<file path="config.mk">
export PLATFORM = sky130hd
export DESIGN_NAME = mem_stage_flat
export DESIGN_NICKNAME = d
export VERILOG_FILES = /design/src/rtl/mem_stage_if.sv /design/src/rtl/mem_stage.sv /design/src/flat_wrapper.sv
export SDC_FILE = /design/constraint.sdc
export NUM_CORES = 1
export LEC_CHECK = 0
export BUFFER_PORTS_ARGS = -buffer_cell sky130_fd_sc_hd__clkbuf_2
export CAP_MARGIN = 0
export CORE_MARGIN = 2
export CORE_UTILIZATION = 45
export DETAILED_ROUTE_END_ITERATION = 8
export PLACE_DENSITY = 0.76
export REMOVE_ABC_BUFFERS = 1
export SLEW_MARGIN = 0
export SYNTH_ARGS = -nofsm -noshare
export SYNTH_HDL_FRONTEND = slang
export SYNTH_SLANG_ARGS = --single-unit
</file>
<file path="constraint.sdc">
create_clock -name clk -period 1.85 [get_ports clk]
set_input_delay 0.0925 -clock clk [delete_from_list [all_inputs] [get_ports clk]]
set_output_delay 0.0925 -clock clk [all_outputs]
set_load 0.01 [all_outputs]
</file>
<file path="src/rtl/mem_stage_if.sv">
// mem_stage_if -- data-memory bus between the memory stage and the data memory.
//
// Signals:
//   req    stage -> memory  access request, held until the ack cycle
//   we     stage -> memory  write strobe (store)
//   addr   stage -> memory  word-aligned byte address
//   be     stage -> memory  byte-lane enables, little-endian
//   wdata  stage -> memory  lane-replicated store data
//   ack    memory -> stage  access complete this cycle
//   rdata  memory -> stage  read data, valid with ack
//
// Modports: master (memory stage), slave (data memory).
interface mem_stage_if #(
  parameter int WORD_SIZE = 32,
  parameter int ADDR_SIZE = 32
);
  logic                 req;
  logic                 we;
  logic [ADDR_SIZE-1:0] addr;
  logic [3:0]           be;
  logic [WORD_SIZE-1:0] wdata;
  logic                 ack;
  logic [WORD_SIZE-1:0] rdata;

  modport master (output req, we, addr, be, wdata, input ack, rdata);
  modport slave  (input req, we, addr, be, wdata, output ack, rdata);
endinterface

</file>
<file path="src/rtl/mem_stage.sv">
// mem_stage -- pipeline memory-access stage.
//
// Accepts one operation from execute when idle. ALU-only operations complete
// in one cycle; loads/stores issue a single data-memory access and complete on
// the memory's ack. Results are registered and presented to writeback for one
// cycle; downstream never stalls.
//
// Ports:
//   clk, rst_n                 clock, asynchronous active-low reset
//   in_valid / in_ready        upstream handshake (in_ready high when idle)
//   alu_result, store_data     ALU result / byte address, right-aligned store data
//   mem_read, mem_write        load / store request (both high = store)
//   mem_size, mem_signed       00 byte, 01 half, 1x word; load sign-extension
//   rd_addr_in, reg_write_in   destination register and its write enable
//   dmem                       data-memory bus (mem_stage_if.master)
//   out_valid, alu_data, mem_data, rd_data_sel, rd_addr, reg_write, misalign
//                              registered results for writeback
//
// Configuration macro: MEM_ALIGN_CHECK_EN -- when defined, misaligned half/word
// accesses are not issued and complete at once with misalign set; when
// undefined, misalign is always 0 and the low address bits are ignored.
module mem_stage #(
  parameter int WORD_SIZE     = 32,
  parameter int ADDR_SIZE     = 32,
  parameter int REG_ADDR_SIZE = 5
) (
  input  logic                     clk,
  input  logic                     rst_n,
  input  logic                     in_valid,
  output logic                     in_ready,
  input  logic [WORD_SIZE-1:0]     alu_result,
  input  logic [WORD_SIZE-1:0]     store_data,
  input  logic                     mem_read,
  input  logic                     mem_write,
  input  logic [1:0]               mem_size,
  input  logic                     mem_signed,
  input  logic [REG_ADDR_SIZE-1:0] rd_addr_in,
  input  logic                     reg_write_in,
  mem_stage_if.master              dmem,
  output logic                     out_valid,
  output logic [WORD_SIZE-1:0]     alu_data,
  output logic [WORD_SIZE-1:0]     mem_data,
  output logic                     rd_data_sel,
  output logic [REG_ADDR_SIZE-1:0] rd_addr,
  output logic                     reg_write,
  output logic                     misalign
);

  typedef enum logic {S_IDLE, S_WAIT} state_t;

  state_t state, next_state;

  logic [WORD_SIZE-1:0]     op_alu_q;
  logic [REG_ADDR_SIZE-1:0] op_rd_q;
  logic                     op_rw_q;
  logic                     op_load_q;
  logic                     op_we_q;
  logic [1:0]               op_size_q;
  logic                     op_signed_q;
  logic [1:0]               op_lo_q;
  logic [ADDR_SIZE-1:0]     op_addr_q;
  logic [3:0]               op_be_q;
  logic [WORD_SIZE-1:0]     op_wdata_q;

  logic                 accept;
  logic                 mem_op;
  logic                 misaligned_in;
  logic                 start_access;
  logic                 direct_done;
  logic                 mem_done;
  logic [3:0]           be_in;
  logic [WORD_SIZE-1:0] wdata_in;
  logic [WORD_SIZE-1:0] shifted;
  logic [WORD_SIZE-1:0] load_data;

  `ifdef MEM_ALIGN_CHECK_EN
  assign misaligned_in = mem_op &&
                         (((mem_size == 2'b01) && alu_result[0]) ||
                          (mem_size[1] && (alu_result[1:0] != 2'b00)));
  `else
  assign misaligned_in = 1'b0;
  `endif

  assign accept       = in_valid && (state == S_IDLE);
  assign mem_op       = mem_read || mem_write;
  assign start_access = accept && mem_op && !misaligned_in;
  assign direct_done  = accept && (!mem_op || misaligned_in);
  assign mem_done     = (state == S_WAIT) && dmem.ack;

  always_ff @(posedge clk or negedge rst_n) begin
    if (!rst_n) state <= S_IDLE;
    else        state <= next_state;
  end

  // Bus fields come straight from the latched request so they stay stable
  // for the whole access; they are forced to 0 while idle.
  always_comb begin
    next_state = state;
    in_ready   = 1'b0;
    dmem.req   = 1'b0;
    dmem.we    = 1'b0;
    dmem.addr  = '0;
    dmem.be    = '0;
    dmem.wdata = '0;
    case (state)
      S_IDLE: begin
        in_ready = 1'b1;
        if (start_access) next_state = S_WAIT;
      end
      S_WAIT: begin
        dmem.req   = 1'b1;
        dmem.we    = op_we_q;
        dmem.addr  = op_addr_q;
        dmem.be    = op_be_q;
        dmem.wdata = op_wdata_q;
        if (dmem.ack) next_state = S_IDLE;
      end
      default: next_state = S_IDLE;
    endcase
  end

  // Little-endian lane selection; half accesses only look at address bit 1.
  always_comb begin
    be_in    = 4'b1111;
    wdata_in = store_data;
    case (mem_size)
      2'b00: begin
        be_in    = 4'b0001 << alu_result[1:0];
        wdata_in = {4{store_data[7:0]}};
      end
      2'b01: begin
        be_in    = alu_result[1] ? 4'b1100 : 4'b0011;
        wdata_in = {2{store_data[15:0]}};
      end
      default: ;
    endcase
  end

  always_comb begin
    shifted   = dmem.rdata;
    load_data = dmem.rdata;
    case (op_size_q)
      2'b00: begin
        shifted   = dmem.rdata >> {op_lo_q, 3'b000};
        load_data = op_signed_q ? {{24{shifted[7]}}, shifted[7:0]}
                                : {24'h0, shifted[7:0]};
      end
      2'b01: begin
        shifted   = dmem.rdata >> {op_lo_q[1], 4'b0000};
        load_data = op_signed_q ? {{16{shifted[15]}}, shifted[15:0]}
                                : {16'h0, shifted[15:0]};
      end
      default: load_data = shifted;
    endcase
  end

  // A simultaneous read+write is a store: it never selects load data.
  always_ff @(posedge clk or negedge rst_n) begin
    if (!rst_n) begin
      op_alu_q    <= '0;
      op_rd_q     <= '0;
      op_rw_q     <= 1'b0;
      op_load_q   <= 1'b0;
      op_we_q     <= 1'b0;
      op_size_q   <= 2'b00;
      op_signed_q <= 1'b0;
      op_lo_q     <= 2'b00;
      op_addr_q   <= '0;
      op_be_q     <= '0;
      op_wdata_q  <= '0;
    end else if (start_access) begin
      op_alu_q    <= alu_result;
      op_rd_q     <= rd_addr_in;
      op_rw_q     <= reg_write_in;
      op_load_q   <= mem_read && !mem_write;
      op_we_q     <= mem_write;
      op_size_q   <= mem_size;
      op_signed_q <= mem_signed;
      op_lo_q     <= alu_result[1:0];
      op_addr_q   <= {alu_result[ADDR_SIZE-1:2], 2'b00};
      op_be_q     <= be_in;
      op_wdata_q  <= wdata_in;
    end
  end

  // out_valid, reg_write and misalign are single-cycle pulses; the data
  // fields simply hold their last value between results.
  always_ff @(posedge clk or negedge rst_n) begin
    if (!rst_n) begin
      out_valid   <= 1'b0;
      alu_data    <= '0;
      mem_data    <= '0;
      rd_data_sel <= 1'b0;
      rd_addr     <= '0;
      reg_write   <= 1'b0;
      misalign    <= 1'b0;
    end else begin
      out_valid <= 1'b0;
      reg_write <= 1'b0;
      misalign  <= 1'b0;
      if (direct_done) begin
        out_valid   <= 1'b1;
        alu_data    <= alu_result;
        mem_data    <= '0;
        rd_data_sel <= 1'b0;
        rd_addr     <= rd_addr_in;
        reg_write   <= reg_write_in && !misaligned_in;
        misalign    <= misaligned_in;
      end else if (mem_done) begin
        out_valid   <= 1'b1;
        alu_data    <= op_alu_q;
        mem_data    <= op_load_q ? load_data : '0;
        rd_data_sel <= op_load_q;
        rd_addr     <= op_rd_q;
        reg_write   <= op_rw_q;
      end
    end
  end

endmodule

</file>
<file path="src/flat_wrapper.sv">
// flat-port wrapper written by rule: the top's interface ports become plain ports
module mem_stage_flat 
#(
  parameter int WORD_SIZE     = 32,
  parameter int ADDR_SIZE     = 32,
  parameter int REG_ADDR_SIZE = 5
)
  (clk, rst_n, in_valid, in_ready, alu_result, store_data, mem_read, mem_write, mem_size, mem_signed, rd_addr_in, reg_write_in, out_valid, alu_data, mem_data, rd_data_sel, rd_addr, reg_write, misalign, dmem_req, dmem_we, dmem_addr, dmem_be, dmem_wdata, dmem_ack, dmem_rdata);
  mem_stage_if #(.WORD_SIZE(WORD_SIZE), .ADDR_SIZE(ADDR_SIZE)) dmem_i ();
  input  logic clk;
  input  logic rst_n;
  input  logic in_valid;
  output logic in_ready;
  input  logic [WORD_SIZE-1:0] alu_result;
  input  logic [WORD_SIZE-1:0] store_data;
  input  logic mem_read;
  input  logic mem_write;
  input  logic [1:0] mem_size;
  input  logic mem_signed;
  input  logic [REG_ADDR_SIZE-1:0] rd_addr_in;
  input  logic reg_write_in;
  output logic out_valid;
  output logic [WORD_SIZE-1:0] alu_data;
  output logic [WORD_SIZE-1:0] mem_data;
  output logic rd_data_sel;
  output logic [REG_ADDR_SIZE-1:0] rd_addr;
  output logic reg_write;
  output logic misalign;
  output wire logic [$bits(dmem_i.req)-1:0] dmem_req;
  output wire logic [$bits(dmem_i.we)-1:0] dmem_we;
  output wire logic [$bits(dmem_i.addr)-1:0] dmem_addr;
  output wire logic [$bits(dmem_i.be)-1:0] dmem_be;
  output wire logic [$bits(dmem_i.wdata)-1:0] dmem_wdata;
  input wire logic [$bits(dmem_i.ack)-1:0] dmem_ack;
  input wire logic [$bits(dmem_i.rdata)-1:0] dmem_rdata;
  assign dmem_req = dmem_i.req;
  assign dmem_we = dmem_i.we;
  assign dmem_addr = dmem_i.addr;
  assign dmem_be = dmem_i.be;
  assign dmem_wdata = dmem_i.wdata;
  assign dmem_i.ack = dmem_ack;
  assign dmem_i.rdata = dmem_rdata;
  mem_stage #(.WORD_SIZE(WORD_SIZE), .ADDR_SIZE(ADDR_SIZE), .REG_ADDR_SIZE(REG_ADDR_SIZE)) u_core (.clk(clk), .rst_n(rst_n), .in_valid(in_valid), .in_ready(in_ready), .alu_result(alu_result), .store_data(store_data), .mem_read(mem_read), .mem_write(mem_write), .mem_size(mem_size), .mem_signed(mem_signed), .rd_addr_in(rd_addr_in), .reg_write_in(reg_write_in), .dmem(dmem_i), .out_valid(out_valid), .alu_data(alu_data), .mem_data(mem_data), .rd_data_sel(rd_data_sel), .rd_addr(rd_addr), .reg_write(reg_write), .misalign(misalign));
endmodule
</file>
Yosys cells after proc, flatten, opt, wreduce, memory -nomap -nowiden
Cells that the tools add are included.

cells by class
  equal/unequal tests = 2
  muxes and demuxes = 28
  bitwise operators = 1
  reduce and logical (&&, ||, !) cells = 11
  shifts and indexed selects = 3

operator list
  operator                                                               number
  32-bit 2-to-1 mux                                                      9
  32-bit one-hot mux with 2 select lines                                 2
  32-bit by 5-bit right shift with 16-bit output                         1
  32-bit by 5-bit right shift with 8-bit output                          1
  1-bit 2-to-1 mux                                                       11
  5-bit 2-to-1 mux                                                       2
  4-bit 2-to-1 mux                                                       2
  4-bit one-hot mux with 2 select lines                                  1
  1-bit logical AND                                                      5
  2-bit by 1-bit equality test with 1-bit output, second input constant  2
  2-bit logical NOT                                                      2
  1-bit by 2-bit << shifter with 4-bit output, first input constant      1
  1-bit logical NOT                                                      2
  1-bit one-hot mux with 2 select lines                                  1
  2-bit nonzero test                                                     1
  1-bit logical OR                                                       1
  1-bit inverter                                                         1

word-level totals
  register bits = 184
  word-level logic and storage cells = 63
  output and inout bits = 144

Logic depth before layout (Yosys ltp)
  word-level depth = 6
  gate-level depth with buffers = 6
  gate-level depth less buffers = 4

Least setup slack after synthesis
OpenSTA, ideal clock, no wires.

  path type = register to register
  from = reg, netlist name u_core.op_alu_q[1]
  to = reg u_core.mem_data[14]
  path buffers = 2
  path slack = 0.138 ns
  library setup time = 0.122 ns
  stages on the path, launching flop included = 7
  arrival = 1.590 ns
  cells stage by stage = dfrtp_1 buf_2 clkbuf_1 mux2_2 a21oi_1 o21ai_0 a32o_1

RTL lines
  item                  line              text
  end signal, assigned  mem_stage.sv:212  mem_data <= op_load_q ? load_data : '0;
  end, declared         mem_stage.sv:42   output logic [WORD_SIZE-1:0] mem_data,

==> results.txt <==
- The via count of the first global-routing pass came to 6,359.
* Maximum fanout encountered on the critical timing path: 8
- Number of inserted filler cells in the final layout: 1,197
- Final period util: 91.54%
- Met2 layer usage reported by global route: 41.42%
- Cell types occupying the most area after synthesis: dfrtp_1, mux2_2, mux2i_1, and2_1, o21ai_0
- Synthesized netlist cell count: 659
* Compound-Gate Fraction of Synth Area: 13.16%
* Via/cell ratio: 5.173
- Initial core utilization: 45.79%
- After synthesis, the netlist uses 32 different library cells.
- Via count: 6,337
- At the end of routability-driven placement, the weighted congestion stood at 0.8289.
* Overall power: 11.75 mW
- Net switching is 32.35% of the power.
- Power spread over the standard cell area amounts to 1134 mW/mm2.
- Hold Fails Final Rpt: 0
* Run status: complete, no violations
* Top-area cell type share of the netlist area: 52.49%
* Net count reported at finish: 1,107
- After detailed placement, the total cell area comes to 0.008869 mm2.
* Share of the yosys chip area belonging to registers: 52.49%
* Reported leakage power: 5.195 nW
- Sequential Area: 0.003805 mm2
- Worst slew slack as a fraction of its limit: 60.74%
* Clock buffers created by TritonCTS: 17
* Area of the core region: 0.01583 mm2
- Summing all non-filler instances in the final layout gives an area of 0.01037 mm2.
* Area Overhead vs Synth: 43.08%
- The worst setup path is captured at a flip-flop.
* Cell Area, Synth: 0.007247 mm2
- Input and output buffers added on the ports amount to 251.
- Worst Setup Start Kind: flip-flop
- Proportion of synthesized flip-flops having asynchronous set or reset: 100.0%
* Number of violations of the max-capacitance limit: 0
- Number of top-level design ports: 255
- Number of flops mapped to enable cells by yosys: 0
- The floorplan step defined a die boundary enclosing 0.01713 mm2.
- In the synthesized netlist, the cells that appear most often are dfrtp_1, o21ai_0, and2_1.
- IR analysis of the VDD net gives a maximum drop of 0.0007084 V.
- Combinational family with the most area after synthesis: multiplexers
- Averaged over all synthesized cells, the footprint is 11.00 um2.
- The synthesized design contains 152 register bits.
- dfrtp_1 takes more of the synthesized area than any other cell.
- The number of gates resized after CTS was 0.
- Per report_power, the sequential group accounts for 40.7% of the total.
- Synth warnings: 0
- Number of levels the H-tree was split into: 4
- Tightest hold margin: 19.45 ps
- Measured against the total synthesized area, the mux share comes to 17.27%.
- The number of antenna violations at the first check in global routing was 0.
- Number of diodes: 0
- On the final layout, the worst clock skew is 7.807 ps.
* Post-detailed-placement half-perimeter wirelength: 13,350 um
- Setup violations remaining at the end of the flow were counted as 0.
- The cell sitting at the root of the clock tree is a clkbuf_16.
* Share of post-route cells with drive strength above 1: 36.97%
* # DRC: 0
* Adder-cell share of the synthesized area: 0%
* Data arrival time at the worst-slack endpoint: 1990 ps
- The clock drives 152 sinks.
- Die outline height: 130.9 um
- The clock network is responsible for 29.1% of the overall power.
* Global-route met3 utilization: 4.927%
- Clock period minus final worst setup slack: 1693 ps
* Worst Tran Pin Value: 588.9 ps
- Worst setup margin: 156.6 ps
* Clock slew at the register clock pins of the worst setup and hold paths: 60 ps
* Required time of the worst setup path: 2150 ps
- Clock network latency to the later pin of the worst-skew pair: 420 ps
- The critical path in this run is classified as reg -> reg.
* Setup repair after global routing missed its margin: no
- Main synth FF type: dfrtp_1
- The total overflow left after global routing is 0.
* Internal power: 7.951 mW
- The routed design has 20,510 um of wire.
* TritonCTS clock tree: built
* Maximum number of pins on one net before global-route repair: 78
- The detail route stage leaves a number of antenna-violating nets equal to 0.
* Final slew viol count: 0
* 1st-pass router iterations: 4
* Combinational fraction of design power: 30.2%
- The analysis attributes to net switching a power of 3.803 mW.
- Counting along the longest clock path gives a buffer depth of 2.
* Met1 layer usage reported by global route: 29.06%
* Global-route wire length before repair: 31,980 um
- Global routing used 23.90% of the available tracks.
- Row generation in the floorplan step produced 46 rows.
- The layer flagged by global routing as most heavily used is met2.
- Width of the die: 130.9 um
- Multi-input logic area: 0.003213 mm2
- Final core area utilization: 65.51%
- Summing the areas of all xor and xnor instances in the mapped netlist gives 0% of the synthesized area.
- Post-placement setup slack: 193.7 ps
- Classification of the worst-slack hold path: in -> reg
- Fraction of the mapped netlist area in simple logic gates: 13.38%
- Static timing analysis puts the maximum clock frequency at 0.5905 GHz.
* Initial detailed-routing violation count: 281
* Most common cell in the netlist: dfrtp_1
* Average wire per cell in the routed design: 16.74 um
==> stage by stage <==
step	setup TNS [ps]	cells
2_1_floorplan	-357890	608
3_3_place_gp	0	1101
3_5_place_dp	0	1101
4_1_cts	0	1225
5_1_grt	0	1225
6_report	0	1225
==> sequential cells by signal, summed over array words and instances (netlist names), 2 cells and up <==
register and flops:
u_core.op_be_q 4, u_core.mem_data 32, u_core.op_rd_q 5, u_core.rd_addr 5, u_core.alu_data 32, u_core.op_wdata_q 32, u_core.op_alu_q 31, u_core.op_size_q 2
==> worst max-delay path: stages (launching register included) <==
cell and delay [ps]:
dfrtp_1 380, buf_4 160, mux2i_1 270, a2bb2oi_2 330
o21ai_0 150, a32o_1 280
==> kinds of logic (layout without fill, tap and decap cells) <==
kind of cell,Yosys count,count (layout)
buf+inv,59,407
flops,152,152
other cells,1,3
compound gates,146,146
mux,118,118
simple gates,183,183
==> per-layer routing <==
layer / wire [um] / vias to the layer above
met5: 0 / -
met3: 1090 / 43
li1: - / 2982
met4: 587 / 0
met2: 10370 / 237
met1: 8460 / 3075
==> area by class of cell <==
class | instances | share of cell area, %
tap | 216 | 2.606
clock buffer | 18 | 4.139
clock inverter | 14 | 1.448
timing repair buffer | 369 | 23.90
multi-input combinational | 450 | 30.99
sequential | 152 | 36.70
inverter | 6 | 0.2172
==> cell usage in the layout (no fill, tap or decap), types with 18 or more instances in the layout <==
cell	n
and2_1	68
dfrtp_1	151
o21ai_0	78
mux2_2	56
mux2i_1	62
buf_4	18
nand2_1	61
clkbuf_2	250
a21oi_1	21
dlygate4sd3_1	92
a221o_1	23
==> power groups by stage <==
stage	sequential (mW)	combinational, mW	clock (mW)
final	4.78	3.55	3.42
after global routing	4.88	3.90	3.65
after CTS	4.76	3.56	3.48
after detailed placement	4.81	3.40	0
after global placement	4.78	3.30	0
after floorplan	5.01	1.59	0
==> what timing repair did <==
item / CTS / global route
hold buffers: 92 / 0
buffers inserted: 0 / 0
hold endpoints to repair: 176 / 0
==> worst paths after layout <==
check / startpoint / end / slack (ps) / cells after the start
hold reg to reg: u_core.op_wdata_q[13]$_DFFE_PN0P_ / u_core.op_wdata_q[13]$_DFFE_PN0P_ / 470 / 2
min in group asynchronous: rst_n / u_core.alu_data[26]$_DFFE_PN0P_ / 200 / 2
setup reg to reg: u_core.op_alu_q[1]$_DFFE_PN0P_ / u_core.mem_data[8]$_DFFE_PN0P_ / 160 / 5
hold / removal: dmem_rdata[7] / u_core.mem_data[7]$_DFFE_PN0P_ / 20 / 3
max in group asynchronous: rst_n / u_core.op_alu_q[3]$_DFFE_PN0P_ / 1010 / 3
setup / recovery: u_core.op_alu_q[1]$_DFFE_PN0P_ / u_core.mem_data[8]$_DFFE_PN0P_ / 160 / 5
Note: power is estimated with default switching activity, not from simulation.
